File: src/rtl/sarray_spad_master_pkg.sv
// Shared constants for the sarray spad master: state/op encodings and width defaults.
`ifndef ADDR_WIDTH
`define ADDR_WIDTH 32
`endif

`ifndef SARRAY_LOAD_WIDTH
`define SARRAY_LOAD_WIDTH 256
`endif

`ifndef SARRAY_STORE_WIDTH
`define SARRAY_STORE_WIDTH 256
`endif

package sarray_spad_master_pkg;

  localparam int SSM_ADDR_WIDTH  = `ADDR_WIDTH;
  localparam int SSM_LOAD_WIDTH  = `SARRAY_LOAD_WIDTH;
  localparam int SSM_STORE_WIDTH = `SARRAY_STORE_WIDTH;

  localparam int SSM_LEN_WIDTH  = 16;
  localparam int SSM_FIFO_DEPTH = 4;

  localparam logic [1:0] ST_IDLE  = 2'd0;
  localparam logic [1:0] ST_LOAD  = 2'd1;
  localparam logic [1:0] ST_STORE = 2'd2;
  localparam logic [1:0] ST_DONE  = 2'd3;

  localparam logic OP_LOAD  = 1'b0;
  localparam logic OP_STORE = 1'b1;

endpackage

File: src/rtl/sarray_ld_fifo.sv
// Load-data FIFO; count_o feeds the ar credit check in the master.
module sarray_ld_fifo #(
  parameter int WIDTH = 256,
  parameter int DEPTH = 4
) (
  input  logic                       clk,
  input  logic                       rst_n,
  input  logic                       push_i,
  input  logic [WIDTH-1:0]           push_data_i,
  input  logic                       pop_i,
  output logic [WIDTH-1:0]           pop_data_o,
  output logic                       empty_o,
  output logic [$clog2(DEPTH):0]     count_o
);
  localparam int PW = $clog2(DEPTH);

  logic [WIDTH-1:0] mem_q [DEPTH];
  logic [PW-1:0]    wr_ptr_q;
  logic [PW-1:0]    rd_ptr_q;
  logic [PW:0]      count_q;
  logic             full;
  logic             do_push;
  logic             do_pop;

  assign empty_o    = (count_q == '0);
  assign full       = (count_q == (PW+1)'(DEPTH));
  assign do_pop     = pop_i & ~empty_o;
  // when full, a simultaneous pop frees the head slot being overwritten
  assign do_push    = push_i & (~full | do_pop);
  assign pop_data_o = mem_q[rd_ptr_q];
  assign count_o    = count_q;

  always_ff @(posedge clk or negedge rst_n) begin
    if (!rst_n) begin
      for (int i = 0; i < DEPTH; i++) mem_q[i] <= '0;
      wr_ptr_q <= '0;
      rd_ptr_q <= '0;
      count_q  <= '0;
    end else begin
      if (do_push) begin
        mem_q[wr_ptr_q] <= push_data_i;
        wr_ptr_q        <= wr_ptr_q + PW'(1);
      end
      if (do_pop) rd_ptr_q <= rd_ptr_q + PW'(1);
      count_q <= count_q + (PW+1)'(do_push) - (PW+1)'(do_pop);
    end
  end

endmodule

File: src/rtl/sarray_spad_master.sv
// Strided load/store initiator between the systolic-array controller and spad.
// Optional stall counter port enabled by SARRAY_SPAD_MASTER_PERF_EN.
//
// state | meaning
// IDLE  | waiting for a command, cmd_ready_o high
// LOAD  | issuing ar requests under FIFO credit, collecting r beats
// STORE | taking array beats into the aw holding register
// DONE  | one-cycle done_o pulse
module sarray_spad_master
  import sarray_spad_master_pkg::*;
#(
  parameter int ADDR_WIDTH  = SSM_ADDR_WIDTH,
  parameter int LOAD_WIDTH  = SSM_LOAD_WIDTH,
  parameter int STORE_WIDTH = SSM_STORE_WIDTH,
  parameter int LEN_WIDTH   = SSM_LEN_WIDTH,
  parameter int FIFO_DEPTH  = SSM_FIFO_DEPTH
) (
  input  logic                   clk,
  input  logic                   rst_n,
  input  logic                   cmd_valid_i,
  output logic                   cmd_ready_o,
  input  logic                   cmd_op_i,
  input  logic [ADDR_WIDTH-1:0]  cmd_base_i,
  input  logic [ADDR_WIDTH-1:0]  cmd_stride_i,
  input  logic [LEN_WIDTH-1:0]   cmd_len_i,
  output logic                   done_o,
  output logic                   ld_valid_o,
  input  logic                   ld_ready_i,
  output logic [LOAD_WIDTH-1:0]  ld_data_o,
  input  logic                   st_valid_i,
  output logic                   st_ready_o,
  input  logic [STORE_WIDTH-1:0] st_data_i,
  output logic                   sarray_ar_valid_o,
  input  logic                   sarray_ar_ready_i,
  output logic [ADDR_WIDTH-1:0]  sarray_ar_addr_o,
  input  logic                   sarray_r_valid_i,
  output logic                   sarray_r_ready_o,
  input  logic [LOAD_WIDTH-1:0]  sarray_r_data_i,
  output logic                   sarray_aw_valid_o,
  input  logic                   sarray_aw_ready_i,
  output logic [ADDR_WIDTH-1:0]  sarray_aw_addr_o,
  output logic [STORE_WIDTH-1:0] sarray_aw_data_o
`ifdef SARRAY_SPAD_MASTER_PERF_EN
  ,
  output logic [31:0]            perf_stall_cnt_o
`endif
);
  localparam int CW = $clog2(FIFO_DEPTH) + 1;

  logic [1:0]             state_q, state_d;
  logic [ADDR_WIDTH-1:0]  addr_q, addr_d;
  logic [ADDR_WIDTH-1:0]  stride_q, stride_d;
  logic [LEN_WIDTH-1:0]   len_q, len_d;
  logic [LEN_WIDTH-1:0]   issued_q, issued_d;
  logic [LEN_WIDTH-1:0]   accepted_q, accepted_d;
  logic [CW-1:0]          outstanding_q, outstanding_d;
  logic                   aw_valid_q, aw_valid_d;
  logic [ADDR_WIDTH-1:0]  aw_addr_q, aw_addr_d;
  logic [STORE_WIDTH-1:0] aw_data_q, aw_data_d;

  logic [CW-1:0] fifo_count;
  logic          fifo_empty;
  logic [CW:0]   credit_used;
  logic          ar_hs;
  logic          r_push;
  logic          st_hs;
  logic          aw_hs;
  logic          ld_pop;

  // spad ignores r_ready, so space is reserved for every outstanding read
  assign credit_used       = {1'b0, fifo_count} + {1'b0, outstanding_q};
  assign sarray_ar_valid_o = (state_q == ST_LOAD) && (issued_q < len_q) &&
                             (credit_used < (CW+1)'(FIFO_DEPTH));
  assign sarray_ar_addr_o  = addr_q;
  assign sarray_r_ready_o  = 1'b1;
  assign ar_hs             = sarray_ar_valid_o & sarray_ar_ready_i;
  assign r_push            = sarray_r_valid_i & (outstanding_q != '0);

  assign st_ready_o        = (state_q == ST_STORE) && (accepted_q < len_q) &&
                             (!aw_valid_q || sarray_aw_ready_i);
  assign st_hs             = st_valid_i & st_ready_o;
  assign aw_hs             = aw_valid_q & sarray_aw_ready_i;
  assign sarray_aw_valid_o = aw_valid_q;
  assign sarray_aw_addr_o  = aw_addr_q;
  assign sarray_aw_data_o  = aw_data_q;

  assign cmd_ready_o       = (state_q == ST_IDLE);
  assign done_o            = (state_q == ST_DONE);
  assign ld_valid_o        = ~fifo_empty;
  assign ld_pop            = ld_valid_o & ld_ready_i;

  sarray_ld_fifo #(
    .WIDTH (LOAD_WIDTH),
    .DEPTH (FIFO_DEPTH)
  ) u_ld_fifo (
    .clk         (clk),
    .rst_n       (rst_n),
    .push_i      (r_push),
    .push_data_i (sarray_r_data_i),
    .pop_i       (ld_pop),
    .pop_data_o  (ld_data_o),
    .empty_o     (fifo_empty),
    .count_o     (fifo_count)
  );

  always_comb begin
    state_d       = state_q;
    addr_d        = addr_q;
    stride_d      = stride_q;
    len_d         = len_q;
    issued_d      = issued_q;
    accepted_d    = accepted_q;
    outstanding_d = outstanding_q;
    aw_valid_d    = aw_valid_q;
    aw_addr_d     = aw_addr_q;
    aw_data_d     = aw_data_q;
    case (state_q)
      ST_IDLE: begin
        if (cmd_valid_i) begin
          addr_d        = cmd_base_i;
          stride_d      = cmd_stride_i;
          len_d         = cmd_len_i;
          issued_d      = '0;
          accepted_d    = '0;
          outstanding_d = '0;
          if (cmd_len_i == '0)           state_d = ST_DONE;
          else if (cmd_op_i == OP_STORE) state_d = ST_STORE;
          else                           state_d = ST_LOAD;
        end
      end
      ST_LOAD: begin
        if (ar_hs) begin
          addr_d   = addr_q + stride_q;
          issued_d = issued_q + LEN_WIDTH'(1);
        end
        outstanding_d = outstanding_q + CW'(ar_hs) - CW'(r_push);
        if ((issued_d == len_q) && (outstanding_d == '0)) state_d = ST_DONE;
      end
      ST_STORE: begin
        if (st_hs) begin
          aw_valid_d = 1'b1;
          aw_addr_d  = addr_q;
          aw_data_d  = st_data_i;
          addr_d     = addr_q + stride_q;
          accepted_d = accepted_q + LEN_WIDTH'(1);
        end else if (aw_hs) begin
          aw_valid_d = 1'b0;
        end
        if ((accepted_d == len_q) && !aw_valid_d) state_d = ST_DONE;
      end
      ST_DONE: state_d = ST_IDLE;
      default: state_d = ST_IDLE;
    endcase
  end

  always_ff @(posedge clk or negedge rst_n) begin
    if (!rst_n) begin
      state_q       <= ST_IDLE;
      addr_q        <= '0;
      stride_q      <= '0;
      len_q         <= '0;
      issued_q      <= '0;
      accepted_q    <= '0;
      outstanding_q <= '0;
      aw_valid_q    <= 1'b0;
      aw_addr_q     <= '0;
      aw_data_q     <= '0;
    end else begin
      state_q       <= state_d;
      addr_q        <= addr_d;
      stride_q      <= stride_d;
      len_q         <= len_d;
      issued_q      <= issued_d;
      accepted_q    <= accepted_d;
      outstanding_q <= outstanding_d;
      aw_valid_q    <= aw_valid_d;
      aw_addr_q     <= aw_addr_d;
      aw_data_q     <= aw_data_d;
    end
  end

`ifdef SARRAY_SPAD_MASTER_PERF_EN
  logic [31:0] perf_q;
  logic        stall;

  assign stall            = (sarray_ar_valid_o & ~sarray_ar_ready_i) |
                            (aw_valid_q & ~sarray_aw_ready_i);
  assign perf_stall_cnt_o = perf_q;

  always_ff @(posedge clk or negedge rst_n) begin
    if (!rst_n)                      perf_q <= '0;
    else if (stall && (perf_q != '1)) perf_q <= perf_q + 32'd1;
  end
`endif

endmodule

File: config.mk
export PLATFORM = sky130hd
export DESIGN_NAME = sarray_spad_master
export DESIGN_NICKNAME = d
export VERILOG_FILES = /design/src/rtl/sarray_spad_master_pkg.sv /design/src/rtl/sarray_ld_fifo.sv /design/src/rtl/sarray_spad_master.sv
export SDC_FILE = /design/constraint.sdc
export NUM_CORES = 2
export LEC_CHECK = 0
export CAP_MARGIN = 20
export CORE_AREA = 2 2 459 461
export DETAILED_ROUTE_END_ITERATION = 10
export DIE_AREA = 0 0 461 463
export GPL_ROUTABILITY_DRIVEN = 0
export HOLD_SLACK_MARGIN = 0.03
export SETUP_SLACK_MARGIN = 0.5
export SLEW_MARGIN = 20
export SYNTH_ARGS = -nofsm -noshare
export SYNTH_HDL_FRONTEND = slang
export SYNTH_HIERARCHICAL = 1
export SYNTH_SLANG_ARGS = --single-unit
File: constraint.sdc
create_clock -name clk -period 5.2 [get_ports clk]
set_input_delay 1.04 -clock clk [delete_from_list [all_inputs] [get_ports clk]]
set_output_delay 1.04 -clock clk [all_outputs]
set_load 0.05 [all_outputs]
**After elaboration in Yosys (flattened, before gate mapping)**

Index checks and enable logic that the tools add are counted.

- Output and inout port bits: 583
- Register bits after elaboration: 1437
- Logic and storage cells: 108
- Input port bits: 601

- $add $sub $neg: 10
- Bitwise gates (word level): 12
- Eq/ne operators: 11
- Order comparisons: 6
- Muxes and demuxes: 28
- Reductions and logical operators: 24

Operators with widths:

| cell | count |
|---|---|
| $bwmux W1024 | 1 |
| $mux W256 | 3 |
| $bmux W256 S2 | 1 |
| $demux W256 S2 | 1 |
| $mux W32 | 3 |
| $pmux W32 S3 | 1 |
| $mux W16 | 5 |
| $pmux W16 S2 | 2 |
| $add A16 B1 Y16 const B | 2 |
| $add A32 B32 Y32 | 1 |
| $eq A16 B16 Y1 | 2 |
| $lt A16 B16 Y1 | 2 |
| $logic_not A16 Y1 | 1 |
| $mux W2 | 5 |
| $pmux W2 S4 | 1 |
| $reduce_and A2 Y1 | 4 |
| $and A1 B1 Y1 | 7 |
| $logic_and A1 B1 Y1 | 7 |
| $add A3 B1 Y3 | 2 |
| $ge A3 B3 Y1 const B | 2 |
| $logic_not A3 Y1 | 2 |
| $ne A2 B2 Y1 const B | 3 |
| $not A2 Y3 | 2 |
| $pmux W3 S2 | 1 |
| other kinds (20) | 30 |

**Longest topological paths before layout**

- Depth in word-level cells: 10
- Gate-level depth with buffers: 22
- Depth with buffers taken out: 21

**Hierarchy**

Netlist, hierarchy kept.

Modules (own cells, without submodules):

| module | instances | sequential area each (µm²) | cells each | area each (µm²) |
|---|---|---|---|---|
| sarray_ld_fifo | 1 | 25799.7 | 2512 | 44719.1 |
| sarray_spad_master | 1 | 10159.7 | 1587 | 19298.5 |

**Worst setup path after synthesis**

OpenSTA, ideal clock, no wires.

- Kind: flip-flop to flip-flop
- Start point: register outstanding_q[2]
- End point: register state_q[0]
- Arrival time: 4.223 ns
- Stages on the path, launching flop included: 22
- Setup time: 0.126 ns
- Period minus slack after synthesis: 4.349 ns
- Required time: 5.074 ns
- Setup slack: 0.851 ns
- Path buffers: 1
- Cell sequence: dfrtp_1 -> ha_1 -> nor4b_2 -> o211ai_1 -> nor3b_1 -> and3_4 -> inv_2 -> buf_6 -> ha_1 -> inv_1 -> ha_1 -> inv_1 -> fa_1 -> xnor2_1 -> xor2_1 -> nand4b_1 -> nor4_1 -> o2111a_1 -> o2111ai_1 -> o41ai_2 -> nand3_1 -> mux2i_1

- Word-level cells in the longest chain between the ends: 10
- Elaborated cells on any way between the ends: 15
- Those cells by class: add/sub (3); order compare (1); eq/ne (2); mux (2); bitwise (2); reduce/logical (5)

RTL lines:

| what | line | RTL |
|---|---|---|
| start: declaration | sarray_spad_master.sv:56 | `logic [CW-1:0] outstanding_q, outstanding_d;` |
| start signal: assignment | sarray_spad_master.sv:175 | `outstanding_q <= outstanding_d;` |
| $add A3 B3 Y4 | sarray_spad_master.sv:71 | `assign credit_used = {1'b0, fifo_count} + {1'b0, outstanding_q};` |
| $lt A4 B3 Y1 | sarray_spad_master.sv:73 | `(credit_used < (CW+1)'(FIFO_DEPTH));` |
| $logic_and A1 B1 Y1 | sarray_spad_master.sv:72 | `assign sarray_ar_valid_o = (state_q == ST_LOAD) && (issued_q < len_q) &&` |
| $and A1 B1 Y1 | sarray_spad_master.sv:76 | `assign ar_hs = sarray_ar_valid_o & sarray_ar_ready_i;` |
| $add A3 B1 Y3 or $mux W16 (tied branches) | sarray_spad_master.sv:136, sarray_spad_master.sv:132 |  |
| $sub A3 B1 Y3 or $mux W16 (tied branches) | sarray_spad_master.sv:136, sarray_spad_master.sv:117 |  |
| $logic_not A3 Y1 or $eq A16 B16 Y1 (tied branches) | sarray_spad_master.sv:137 | `if ((issued_d == len_q) && (outstanding_d == '0)) state_d = ST_DONE;` |
| $logic_and A1 B1 Y1 (*) | sarray_spad_master.sv:137 |  |
| $ne A2 B1 Y1 (no source line) (*) | n/a |  |
| $reduce_and A3 Y1 (no source line) (*) | n/a |  |
| end signal: assignment | sarray_spad_master.sv:169 | `state_q <= state_d;` |
| end: declaration | sarray_spad_master.sv:50 | `logic [1:0] state_q, state_d;` |

Mark *: on every way between the ends. The rest lies on a longest branch, timed or not. The select of a mux whose other input is x is not followed.
A chain may end at the register's enable or synchronous reset.

**Worst setup path in the final report**

- Start point: register state_q[1]
- End point: output port sarray_ar_valid_o

- Word-level cells in the longest chain between the ends: 3

RTL lines:

| what | line | RTL |
|---|---|---|
| $eq A2 B1 Y1 | sarray_spad_master.sv:72 |  |
| $logic_and A1 B1 Y1 (2 in a row) | sarray_spad_master.sv:72 |  |
| end: declaration | sarray_spad_master.sv:33 | `output logic sarray_ar_valid_o,` |

Every way passes these cells.

==> run_results.csv <==
group,metric,value,unit
outcome,status,"finished clean",
clock_tree,cts_tree,"yes",
global_route,grt_antenna_before_repair,126,
timing,clock.fmax,222.8,MHz
worst_setup_path,path_cells,"inv_1, ha_2, nor4b_2, o211ai_1, buf_4, buf_4, nor2_1, and3_1, dlygate4sd2_1",
pwr,p_per_area,822.7,mW/mm^2
clock_tree,clock_latency,830,ps
finish,final_nets,5998,
pwr,leakage,34.47,nW
worst_setup_path,reg2reg_to,"state_q[1]",
global_route,grt_pass1_wl,320.5,mm
clock_tree,clock_sinks,1437,
worst_setup_path,cp-end-kind,"primary output",
pwr,clockPowerShare,16.8,%
drt,viasPerCell,4.937,
clock_tree,cts_made_buffers,166,
worst_setup_path,rr_worst_depth,21,
timing,hold_ws,230.3,ps
clock_tree,htree_levels,4,
worst_setup_path,cp.buffers_inverters,4,
worst_setup_path,criticalPathCategory,"reg2out",
logic_synthesis,seq_area_frac_synth,56.17,%
drt,route.detailed.drc,0,
finish,area_delta_synth_final,32.37,%
run,drv_cap,0,
logic_synthesis,synth_edf_count,0,
logic_synthesis,yosysTopAreaCell,"dfrtp_1",
timing,setup_viol,0,
clock_tree,cts_hold_buf,0,
pwr,power_frac_comb,54.7,%
floorplan,die-area,0.2134,sq mm
worst_setup_path,r2r-start,"len_q[14]",
logic_synthesis,synth_top_area_share,56.17,%
pwr,p_sw,30.24,mW
pwr,peakVddDrop,0.0005602,V
place,placed_area,0.07898,sq mm
drt,antenna_left,0,
hold_path,hold_class,"in2async",
logic_synthesis,async_flop_share,100.0,%
worst_setup_path,rrSetupSlack,840,ps
timing,post-route-min-period,4488,ps
timing,fin_skew,50.42,ps
logic_synthesis,synthesis.nets,4780,
global_route,grt_overflow,0,
logic_synthesis,synth_area_leaders,"dfrtp_1 56%, mux2_2 24%, mux4_2 9.0%",
clock_tree,cts.clk_slew.worst_paths,60,ps
logic_synthesis,synthesis.area_per_instance,15.62,sq um
worst_setup_path,critical_path_depth,9,
finish,final_cell_area,0.08474,sq mm
finish,drive_above_1_share,36.95,%
timing,relSlewSlack,35.18,%
place,hpwlAfterDp,165.0,mm
clock_tree,cts_root_buf,"clkbuf_16",
timing,fin_tns_setup,0,ps
drt,initialDrtViolationCount,2456,
timing,setup_ws,712.5,ps
drt,wl_per_cell,26.87,microns
logic_synthesis,netlist_instances,4099,
floorplan,rows,168,
drt,dr.pass1.iters,5,
logic_synthesis,yosysWarnings,6,
place,place_inst,7944,
worst_setup_path,crit_start,"state_q[1]",
floorplan,die_w,461,microns
logic_synthesis,synth_area,0.06402,sq mm
finish,instances_no_fill,8328,
timing,finalMaxSlewViolations,0,
pwr,switching_share,43.38,%
global_route,grt_usage,20.66,%
logic_synthesis,ys_types,78,
worst_setup_path,crit_top_cell,"buf_4",
drt,wirelength,223.8,mm
pwr,total_power,69.72,mW
worst_setup_path,crit_path_max_fanout,7,
floorplan,start_util,30.70,%
place,portBuffers,1182,
floorplan,core,0.2085,sq mm
worst_setup_path,slowest_delay,600,ps
worst_setup_path,crit_arrival,3450,ps
global_route,first_global_vias,43490,
logic_synthesis,ys_ff_latch,1437,
timing,finalHoldViolations,0,
place,dp_slack,266.0,ps
worst_setup_path,cp_top_family,"buffers and inverters",
worst_setup_path,required,4160,ps
clock_tree,clk_path_buf_depth,3,
pwr,power_frac_seq,28.6,%
logic_synthesis,ys.flop_type,"dfrtp_1",
timing,worstMarginPinSlew,972.2,ps
pwr,p_int,39.48,mW
finish,fin_util,40.64,%
worst_setup_path,worstSetupStartpointType,"flip-flop",
drt,num_vias,41110,
floorplan,dieHeight,463,microns
timing,rsz0062_at_grt,"true",
global_route,grt_start_max_net_pins,153,
worst_setup_path,cp-endpoint,"sarray_ar_valid_o",
worst_setup_path,crit_slowest_cell,"dlygate4sd2_1",
floorplan,ioPinCount,1184,
timing,min_period_over_period,86.30,%
-- final cells by class --
class | instances | area [sq um]
multi-input combinational | 2370 | 26240
clock inverter | 45 | 539.3
fill | 19400 | 123800
tap | 2805 | 3510
sequential | 1437 | 35970
timing repair buffer | 1293 | 13200
inverter | 49 | 183.9
antenna | 75 | 187.7
clock buffer | 254 | 4907
-- state kept, by name, summed over array words and instances (netlist names), 3 cells and up --
register and flops:
stride_q 32, len_q 16, u_ld_fifo/count_o 3, outstanding_q 3, u_ld_fifo/mem_q 1024, sarray_ar_addr_o 32
sarray_aw_data_o 256, sarray_aw_addr_o 32, accepted_q 16, issued_q 16
-- repair_timing --
| item | in CTS | in global routing |
|---|---|---|
| endpoints found under the setup margin | 94 | 3 |
| pin swaps | 1 | 6 |
| setup buffers | 6 | 4 |
| gates resized for setup | 4 | 6 |
-- cells in the mapped netlist, types with 22 or more instances --
cell type,count
mux4_2,256
a21oi_1,76
nand3_1,32
xor2_1,22
buf_6,82
nor2_1,52
buf_4,25
inv_1,47
ha_1,77
o21ai_0,91
xnor2_1,40
nand2_1,101
buf_2,70
clkbuf_1,50
dfrtp_1,1437
mux2_2,1363
-- cell usage in the layout, fill, tap and decap left out, types with 19 or more instances in the layout --
cell type	instances
dfrtp_1	1435
mux2_2	1363
clkdlybuf4s50_1	1179
mux4_2	256
clkbuf_16	168
nand2_1	100
o21ai_0	91
a21oi_1	76
diode_2	75
ha_1	75
buf_4	69
nor2_1	48
clkbuf_1	48
inv_1	47
buf_12	42
xnor2_1	39
clkbuf_8	38
nand3_1	31
clkinv_2	24
xor2_1	22
a31oi_1	19
-- how the worst min path moves through the flow --
stage | start | end | slack, ps | cells after the start
final | rst_n | sarray_aw_data_o[160] | 230 | 1
after global placement | u_ld_fifo/mem_q[218] | u_ld_fifo/mem_q[218] | 480 | 1
after CTS | rst_n | sarray_aw_data_o[160] | 180 | 1
after global routing | rst_n | sarray_aw_data_o[160] | 210 | 1
after floorplan | u_ld_fifo/mem_q[471] | u_ld_fifo/mem_q[471] | 480 | 1
after detailed placement | u_ld_fifo/mem_q[494] | u_ld_fifo/mem_q[494] | 490 | 1
-- cell families after synthesis --
kind of cell	share of synthesized area, %
other	0.005858
AOI/OAI and AO/OA	2.750
and+or+nand+nor	2.404
buffers and inverters	2.957
muxes	33.25
xor gates and xnor gates	0.8482
adders and majority gates	1.616
DFF	56.17
-- power groups by stage --
stage	Combinational, mW	Clock (mW)	Sequential (mW)
final	38.1	11.7	19.9
after global routing	40.0	12.5	20.6
after CTS	38.4	12.1	19.9
after detailed placement	38.1	0	20.1
after global placement	37.8	0	19.9
after floorplan	22.1	0	23.4
-- per-layer routing --
layer | share of wire, % | track usage (%) | up-vias
met4 | 7.0 | 13.54 | 44
met5 | 0.12 | 0 | -
met3 | 8.8 | 7.940 | 515
li1 | - | - | 17710
met1 | 36 | 22.50 | 21500
met2 | 48 | 33.43 | 1346
No activity file was read; power rests on OpenSTA's default activity.
